===== config.mk =====
export PLATFORM = sky130hd
export DESIGN_NAME = apple_spawner_flat
export DESIGN_NICKNAME = d
export VERILOG_FILES = /design/src/rtl/apple_spawner_if.sv /design/src/rtl/apple_spawner.sv /design/src/flat_wrapper.sv
export SDC_FILE = /design/constraint.sdc
export NUM_CORES = 1
export LEC_CHECK = 0
export ABC_AREA = 1
export BUFFER_PORTS_ARGS = -buffer_cell sky130_fd_sc_hd__buf_2
export CORE_AREA = 4 4 120 122
export CTS_CLUSTER_DIAMETER = 30
export DETAILED_ROUTE_END_ITERATION = 16
export DIE_AREA = 0 0 124 126
export PLACE_DENSITY = 0.7
export SETUP_SLACK_MARGIN = 0.3
export SYNTH_ARGS = -nofsm -noshare
export SYNTH_HDL_FRONTEND = slang
export SYNTH_SLANG_ARGS = --single-unit

===== constraint.sdc =====
create_clock -name clk -period 4 [get_ports clk]
set_input_delay 0 -clock clk [delete_from_list [all_inputs] [get_ports clk]]
set_output_delay 0 -clock clk [all_outputs]
set_load 0.02 [all_outputs]

===== src/rtl/apple_spawner_if.sv =====
`default_nettype none
// ============================================================================
//  Module   : apple_spawner_if
//  Brief    : Request/result bundle between the game FSM and apple_spawner.
//             The seed-load pair exists only when APPLE_SPAWN_SEED_EN is
//             defined.
//  Revision : 1.0  initial release
// ============================================================================
interface apple_spawner_if #(
    parameter int FIELD_SIZE = 300,
    parameter int SBITS      = 7
`ifdef APPLE_SPAWN_SEED_EN
    ,
    parameter int LFSR_W     = 16
`endif
);
    logic                  req;
    logic [FIELD_SIZE-1:0] field;
    logic                  busy;
    logic                  done;
    logic                  full;
    logic [SBITS-1:0]      apple_pos;
`ifdef APPLE_SPAWN_SEED_EN
    logic                  seed_load;
    logic [LFSR_W-1:0]     seed_value;

    modport master (output req, field, seed_load, seed_value,
                    input  busy, done, full, apple_pos);
    modport slave  (input  req, field, seed_load, seed_value,
                    output busy, done, full, apple_pos);
`else
    modport master (output req, field,
                    input  busy, done, full, apple_pos);
    modport slave  (input  req, field,
                    output busy, done, full, apple_pos);
`endif
endinterface
`default_nettype wire


===== src/rtl/apple_spawner.sv =====
`default_nettype none
// ============================================================================
//  Module   : apple_spawner
//  Brief    : Sequential apple placer. On req, picks an LFSR-derived start
//             cell and scans forward one cell per clock (wrapping) to the
//             first empty cell; reports its index or that the field is full.
//             Optional feature macro: APPLE_SPAWN_SEED_EN (LFSR seed loading).
//  Revision : 1.0  initial release
// ============================================================================
module apple_spawner #(
    parameter int SIZE_X     = 10,
    parameter int SIZE_Y     = 10,
    parameter int CELL_BITS  = 3,
    parameter int EMPTY_CODE = 0,
    parameter int LFSR_W     = 16
) (
    input  wire logic        clk,
    input  wire logic        rst,
    apple_spawner_if.slave   bus
);
    localparam int c_NCELLS = SIZE_X * SIZE_Y;
    localparam int c_SBITS  = $clog2(c_NCELLS);

    localparam logic [c_SBITS-1:0]   c_NCELLS_S  = c_SBITS'(c_NCELLS);
    localparam logic [c_SBITS-1:0]   c_LAST      = c_SBITS'(c_NCELLS - 1);
    localparam logic [LFSR_W-1:0]    c_LFSR_INIT = LFSR_W'(16'hACE1);
    localparam logic [CELL_BITS-1:0] c_EMPTY     = CELL_BITS'(EMPTY_CODE);

    localparam logic [0:0] c_ST_IDLE = 1'b0;
    localparam logic [0:0] c_ST_SCAN = 1'b1;

    logic [0:0]           r_state, w_state_nxt;
    logic [c_SBITS-1:0]   r_idx,   w_idx_nxt;
    logic [c_SBITS-1:0]   r_cnt,   w_cnt_nxt;
    logic [c_SBITS-1:0]   r_pos,   w_pos_nxt;
    logic                 r_busy,  w_busy_nxt;
    logic                 r_done,  w_done_nxt;
    logic                 r_full,  w_full_nxt;
    logic [LFSR_W-1:0]    r_lfsr,  w_lfsr_adv;
    logic                 w_fb;
    logic [c_SBITS-1:0]   w_raw_start, w_start;
    logic [CELL_BITS-1:0] w_cell;

    // LFSR feedback (x^16+x^14+x^13+x^11+1) and the start cell derived from
    // the pre-edge LFSR value; one subtraction suffices since 2^SBITS < 2*NCELLS
    always_comb begin
        w_fb        = r_lfsr[15] ^ r_lfsr[13] ^ r_lfsr[12] ^ r_lfsr[10];
        w_lfsr_adv  = {r_lfsr[LFSR_W-2:0], w_fb};
        w_raw_start = r_lfsr[c_SBITS-1:0];
        w_start     = (w_raw_start >= c_NCELLS_S) ? (w_raw_start - c_NCELLS_S)
                                                  : w_raw_start;
        w_cell      = bus.field[r_idx * CELL_BITS +: CELL_BITS];
    end

    // LFSR advances every clock; a seed load (when built in) overrides it
    always_ff @(posedge clk) begin
        if (rst) begin
            r_lfsr <= c_LFSR_INIT;
`ifdef APPLE_SPAWN_SEED_EN
        end else if (bus.seed_load) begin
            // an all-zero seed would lock the LFSR up
            r_lfsr <= (bus.seed_value == '0) ? c_LFSR_INIT : bus.seed_value;
`endif
        end else begin
            r_lfsr <= w_lfsr_adv;
        end
    end

    // Next-state and output decode for the idle/scan controller
    always_comb begin
        w_state_nxt = r_state;
        w_idx_nxt   = r_idx;
        w_cnt_nxt   = r_cnt;
        w_pos_nxt   = r_pos;
        w_busy_nxt  = r_busy;
        w_full_nxt  = r_full;
        w_done_nxt  = 1'b0;
        case (r_state)
            c_ST_IDLE: begin
                if (bus.req) begin
                    w_idx_nxt   = w_start;
                    w_cnt_nxt   = '0;
                    w_busy_nxt  = 1'b1;
                    w_full_nxt  = 1'b0;
                    w_state_nxt = c_ST_SCAN;
                end
            end
            c_ST_SCAN: begin
                if (w_cell == c_EMPTY) begin
                    w_pos_nxt   = r_idx;
                    w_full_nxt  = 1'b0;
                    w_done_nxt  = 1'b1;
                    w_busy_nxt  = 1'b0;
                    w_state_nxt = c_ST_IDLE;
                end else if (r_cnt == c_LAST) begin
                    // every cell visited: keep the old apple position
                    w_full_nxt  = 1'b1;
                    w_done_nxt  = 1'b1;
                    w_busy_nxt  = 1'b0;
                    w_state_nxt = c_ST_IDLE;
                end else begin
                    w_idx_nxt   = (r_idx == c_LAST) ? '0 : r_idx + 1'b1;
                    w_cnt_nxt   = r_cnt + 1'b1;
                end
            end
            default: w_state_nxt = c_ST_IDLE;
        endcase
    end

    // Controller state and registered outputs
    always_ff @(posedge clk) begin
        if (rst) begin
            r_state <= c_ST_IDLE;
            r_idx   <= '0;
            r_cnt   <= '0;
            r_pos   <= '0;
            r_busy  <= 1'b0;
            r_done  <= 1'b0;
            r_full  <= 1'b0;
        end else begin
            r_state <= w_state_nxt;
            r_idx   <= w_idx_nxt;
            r_cnt   <= w_cnt_nxt;
            r_pos   <= w_pos_nxt;
            r_busy  <= w_busy_nxt;
            r_done  <= w_done_nxt;
            r_full  <= w_full_nxt;
        end
    end

    assign bus.busy      = r_busy;
    assign bus.done      = r_done;
    assign bus.full      = r_full;
    assign bus.apple_pos = r_pos;

endmodule
`default_nettype wire

===== src/flat_wrapper.sv =====
// flat-port wrapper written by rule: the top's interface ports become plain ports
module apple_spawner_flat 
#(
    parameter int SIZE_X     = 10,
    parameter int SIZE_Y     = 10,
    parameter int CELL_BITS  = 3,
    parameter int EMPTY_CODE = 0,
    parameter int LFSR_W     = 16
)
  (clk, rst, bus_req, bus_field, bus_busy, bus_done, bus_full, bus_apple_pos);
  apple_spawner_if bus_i ();
  input  wire logic clk;
  input  wire logic rst;
  input wire logic [$bits(bus_i.req)-1:0] bus_req;
  input wire logic [$bits(bus_i.field)-1:0] bus_field;
  output wire logic [$bits(bus_i.busy)-1:0] bus_busy;
  output wire logic [$bits(bus_i.done)-1:0] bus_done;
  output wire logic [$bits(bus_i.full)-1:0] bus_full;
  output wire logic [$bits(bus_i.apple_pos)-1:0] bus_apple_pos;
  assign bus_i.req = bus_req;
  assign bus_i.field = bus_field;
  assign bus_busy = bus_i.busy;
  assign bus_done = bus_i.done;
  assign bus_full = bus_i.full;
  assign bus_apple_pos = bus_i.apple_pos;
  apple_spawner #(.SIZE_X(SIZE_X), .SIZE_Y(SIZE_Y), .CELL_BITS(CELL_BITS), .EMPTY_CODE(EMPTY_CODE), .LFSR_W(LFSR_W)) u_core (.clk(clk), .rst(rst), .bus(bus_i));
endmodule

==> tab_implementation.tex <==
\begin{tabular}{lr}
\hline
Metric & Value \\
\hline
\multicolumn{2}{l}{\textbf{Detailed routing}} \\
DRC violations left & 0 \\
1st-iter DRT viols & 287 \\
Per-cell routed wire length & 14.5 um \\
Average via count per standard cell & approximately 4.7 \\
ANT nets after route & 0 \\
Detailed Routing Iterations Pass 1 & 5 \\
Total wire length & 19100 um \\
Total number of vias & 6214 \\
\multicolumn{2}{l}{\textbf{Clock network}} \\
Clock Path Buffers & 2 \\
H-tree depth & 2 \\
Number of resized instances in the post-cts repair step & 0 \\
Clock edge transition at the registers on the reported setup and hold paths & 60 ps \\
Buffers inserted by post-CTS timing repair & 0 \\
Number of clock buffers inserted by TritonCTS & 5 \\
Cts-stage hold buffer count & 0 \\
CTS tree & yes \\
Skew-Pair Late Insertion Delay & 290 ps \\
Library cell used as clock root buffer & sky130\_fd\_sc\_hd\_\_clkbuf\_16 \\
Clock Sink Count & 41 \\
\multicolumn{2}{l}{\textbf{STA}} \\
Setup violations, final & 0 \\
Least-Margin Pin Slew & about 1100 ps \\
Setup repair after global routing missed its margin & false \\
Final period demand of the worst path & 3190 ps \\
Number of pins with negative max-slew slack in the final report & 0 \\
Worst-case hold slack & 89.2 ps \\
Setup TNS after final layout & 0 ps \\
Maximum clock skew at final layout & 8.33 ps \\
Maximum clock rate & 314 MHz \\
Fraction of the cycle the final worst path needs & 79.7\% \\
Relative slew slack & 29.4\% \\
Final Hold Viols & 0 \\
\multicolumn{2}{l}{\textbf{Die}} \\
DIE HEIGHT & roughly 130 um \\
Rows & 42 \\
Standard cell core area & 13200 sq um \\
Width of the chip & roughly 120 um \\
Initial core utilization & 34.3\% \\
Die Area & between 15000 and 20000 sq um \\
Total I/O pin count & 313 \\
\multicolumn{2}{l}{\textbf{Logic synthesis}} \\
Average footprint of a synthesized cell & around 5.2 sq um \\
Share of synthesized registers carrying an async set or reset & 0\% \\
Warnings, synthesis & 0 \\
Unique masters post-synth & 38 \\
Syn Nets & 1175 \\
Primary flip-flop cell chosen by synthesis mapping & sky130\_fd\_sc\_hd\_\_dfxtp\_1 \\
Leading cell types by total area after synthesis & sky130\_fd\_sc\_hd\_\_nand2\_1 23\%, sky130\_fd\_sc\_hd\_\_dfxtp\_1 18\%, sky130\_fd\_sc\_hd\_\_nor2\_1 13\%, sky130\_fd\_sc\_hd\_\_nand3\_1 8.1\%, sky130\_fd\_sc\_hd\_\_inv\_1 7.2\% \\
Cell type contributing the most total cell area after synthesis & sky130\_fd\_sc\_hd\_\_nand2\_1 \\
Number of synthesized flops with an enable pin & 0 \\
Number of synthesized register bits & 41 \\
Top cell type's share of synthesized area & 22.6\% \\
Post-synthesis instance area & 4530 sq um \\
Sequential fraction of the synthesis area & 18.1\% \\
Cell count after synthesis & 868 \\
\multicolumn{2}{l}{\textbf{Cells and area}} \\
Area taken by flip-flops and latches & between 800 and 900 sq um \\
Layout overhead on the synthesized area & 36.6\% \\
Final \#Nets & 1449 \\
Most common cell after layout, fill and taps aside & sky130\_fd\_sc\_hd\_\_buf\_2 \\
Share of final-layout standard cells stronger than drive strength 1 & 29.7\% \\
Area occupied by multi-input gates & 3050 sq um \\
Count of placed standard cells in the final layout, fillers left out & roughly 1300 \\
Most used cells in the layout excluding fill and tap cells & 312 x sky130\_fd\_sc\_hd\_\_buf\_2, 273 x sky130\_fd\_sc\_hd\_\_nand2\_1, 159 x sky130\_fd\_sc\_hd\_\_nor2\_1, 87 x sky130\_fd\_sc\_hd\_\_inv\_1, 73 x sky130\_fd\_sc\_hd\_\_nand3\_1 \\
Fill cell count & 1466 \\
\multicolumn{2}{l}{\textbf{Setup path}} \\
Critical path type & flop to flop \\
Highest net fanout along the worst path & 76 \\
Flop-to-flop setup slack & roughly 800 ps \\
Sort of element at the end of the critical path & flop \\
Data arrival time of the worst path & 3370 ps \\
Startpoint class of the critical path & flop \\
Required time worst endpoint & 4180 ps \\
\multicolumn{2}{l}{\textbf{Min path}} \\
Class of the tightest hold or removal check & input pin to flop \\
\multicolumn{2}{l}{\textbf{Status}} \\
Outcome & complete, no violations \\
\multicolumn{2}{l}{\textbf{Job}} \\
Reported max-cap violation count & 0 \\
\multicolumn{2}{l}{\textbf{Placement}} \\
\# port buffers & 312 \\
Final weighted congestion in routability-driven placement & 0.921 \\
Number of placed cells counting well taps & 1311 \\
Placed wire-length estimate & 15300 um \\
\multicolumn{2}{l}{\textbf{GRT}} \\
Number of antenna violations at the first check in global routing & 4 \\
Remaining Overflow, GRT & 0 \\
Pin count of the biggest net entering global routing & between 100 and 150 \\
Via count of the first global-routing pass & between 5000 and 6000 \\
Wire length of the first global-routing pass & 28800 um \\
Overall Global Routing Usage & $\sim$23\% \\
\multicolumn{2}{l}{\textbf{Pwr}} \\
Largest vdd supply drop & 201 uV \\
Leakage & 0.00354 uW \\
Power density over the cells & 341 nW/um\^{}2 \\
\hline
\end{tabular}
## state kept, by name (all words and copies together) (netlist names)
name and count:
u_core.r_lfsr 16, u_core.bus.apple_pos 7, u_core.r_cnt 7, u_core.r_idx 7, u_core.bus.busy 1, u_core.bus.done 1, u_core.bus.full 1, u_core.r_state 1
## report_power, final
| part | switching [uW] | internal (uW) | total [uW] |
|---|---|---|---|
| Sequential | 98.6 | 465 | 564 |
| Combinational | 716 | 435 | 1150 |
| Clock | 165 | 229 | 394 |
## worst max-delay path, cell delays in order (launching register included)
cell and delay (ps):
sky130_fd_sc_hd__dfxtp_4 680, sky130_fd_sc_hd__buf_4 700, sky130_fd_sc_hd__or2_1 200, sky130_fd_sc_hd__o21ai_0 100, sky130_fd_sc_hd__nand3_1 180, sky130_fd_sc_hd__nand2_1 100
sky130_fd_sc_hd__nand2_1 80, sky130_fd_sc_hd__nand3_1 70, sky130_fd_sc_hd__nand2_1 80, sky130_fd_sc_hd__nand3_1 70, sky130_fd_sc_hd__nand2_2 120, sky130_fd_sc_hd__nand4_4 310
sky130_fd_sc_hd__a21oi_1 250, sky130_fd_sc_hd__nor2_1 70
## final timing paths
| path | startpoint | endpoint | depth (start not counted) |
|---|---|---|---|
| setup / recovery | u_core.r_idx[0] | u_core.r_idx[3] | 13 |
| hold / removal | rst | u_core.r_lfsr[12] | 2 |
| setup reg to reg | u_core.r_idx[0] | u_core.r_idx[3] | 13 |
| hold reg to reg | u_core.r_lfsr[8] | u_core.r_lfsr[9] | 2 |
## metrics by stage
stage	power [uW]	cell area (sq um)	setup WS, ps	util, %
finish	2110	6180	813	46.9
global route	2310	6180	529	46.9
global placement	1720	6030	910	45.8
detailed placement	1730	6030	901	45.8
floorplan	1400	4530	2130	-
CTS	2120	6180	878	46.8
## cell usage after synthesis, drive strengths merged (2+ instances only)
master	count
nor2	159
o22ai	3
nand3	75
nand2	276
or2	14
clkinv	2
clkbuf	13
nand4	6
ha	4
xor2	5
inv	89
o21ai	58
nor4	2
buf	36
dfxtp	41
nor3	13
a21oi	55
o211ai	2
o21a	6
## cell type report
| class | count | area share [%] |
|---|---|---|
| Tap cell | 176 | 3.56 |
| Antenna cell | 3 | 0.121 |
| Inverter | 91 | 5.56 |
| Sequential cell | 41 | 13.4 |
| Timing Repair Buffer | 316 | 25.7 |
| Clock inverter | 3 | 0.263 |
| Clock buffer | 5 | 2.02 |
| Multi-Input combinational cell | 687 | 49.4 |
## cells by family after synthesis
family	count (synthesis)	synth area share [%]
fa+ha+maj	4	1.11
flops	41	18.1
simple gates	547	49.9
xor+xnor	6	1.16
buf+inv	140	14.4
compound gates	130	15.3
## routing by layer
layer / vias up / track usage, % / part of all wire [%]
met2: 247 / 40.2 / 48
met3: 24 / 4.57 / 8.8
li1: 3281 / - / -
met1: 2660 / 29.3 / 42
met5: - / 0 / 0.037
met4: 2 / 3.67 / 1.2
(Power assumes the default switching activity.)
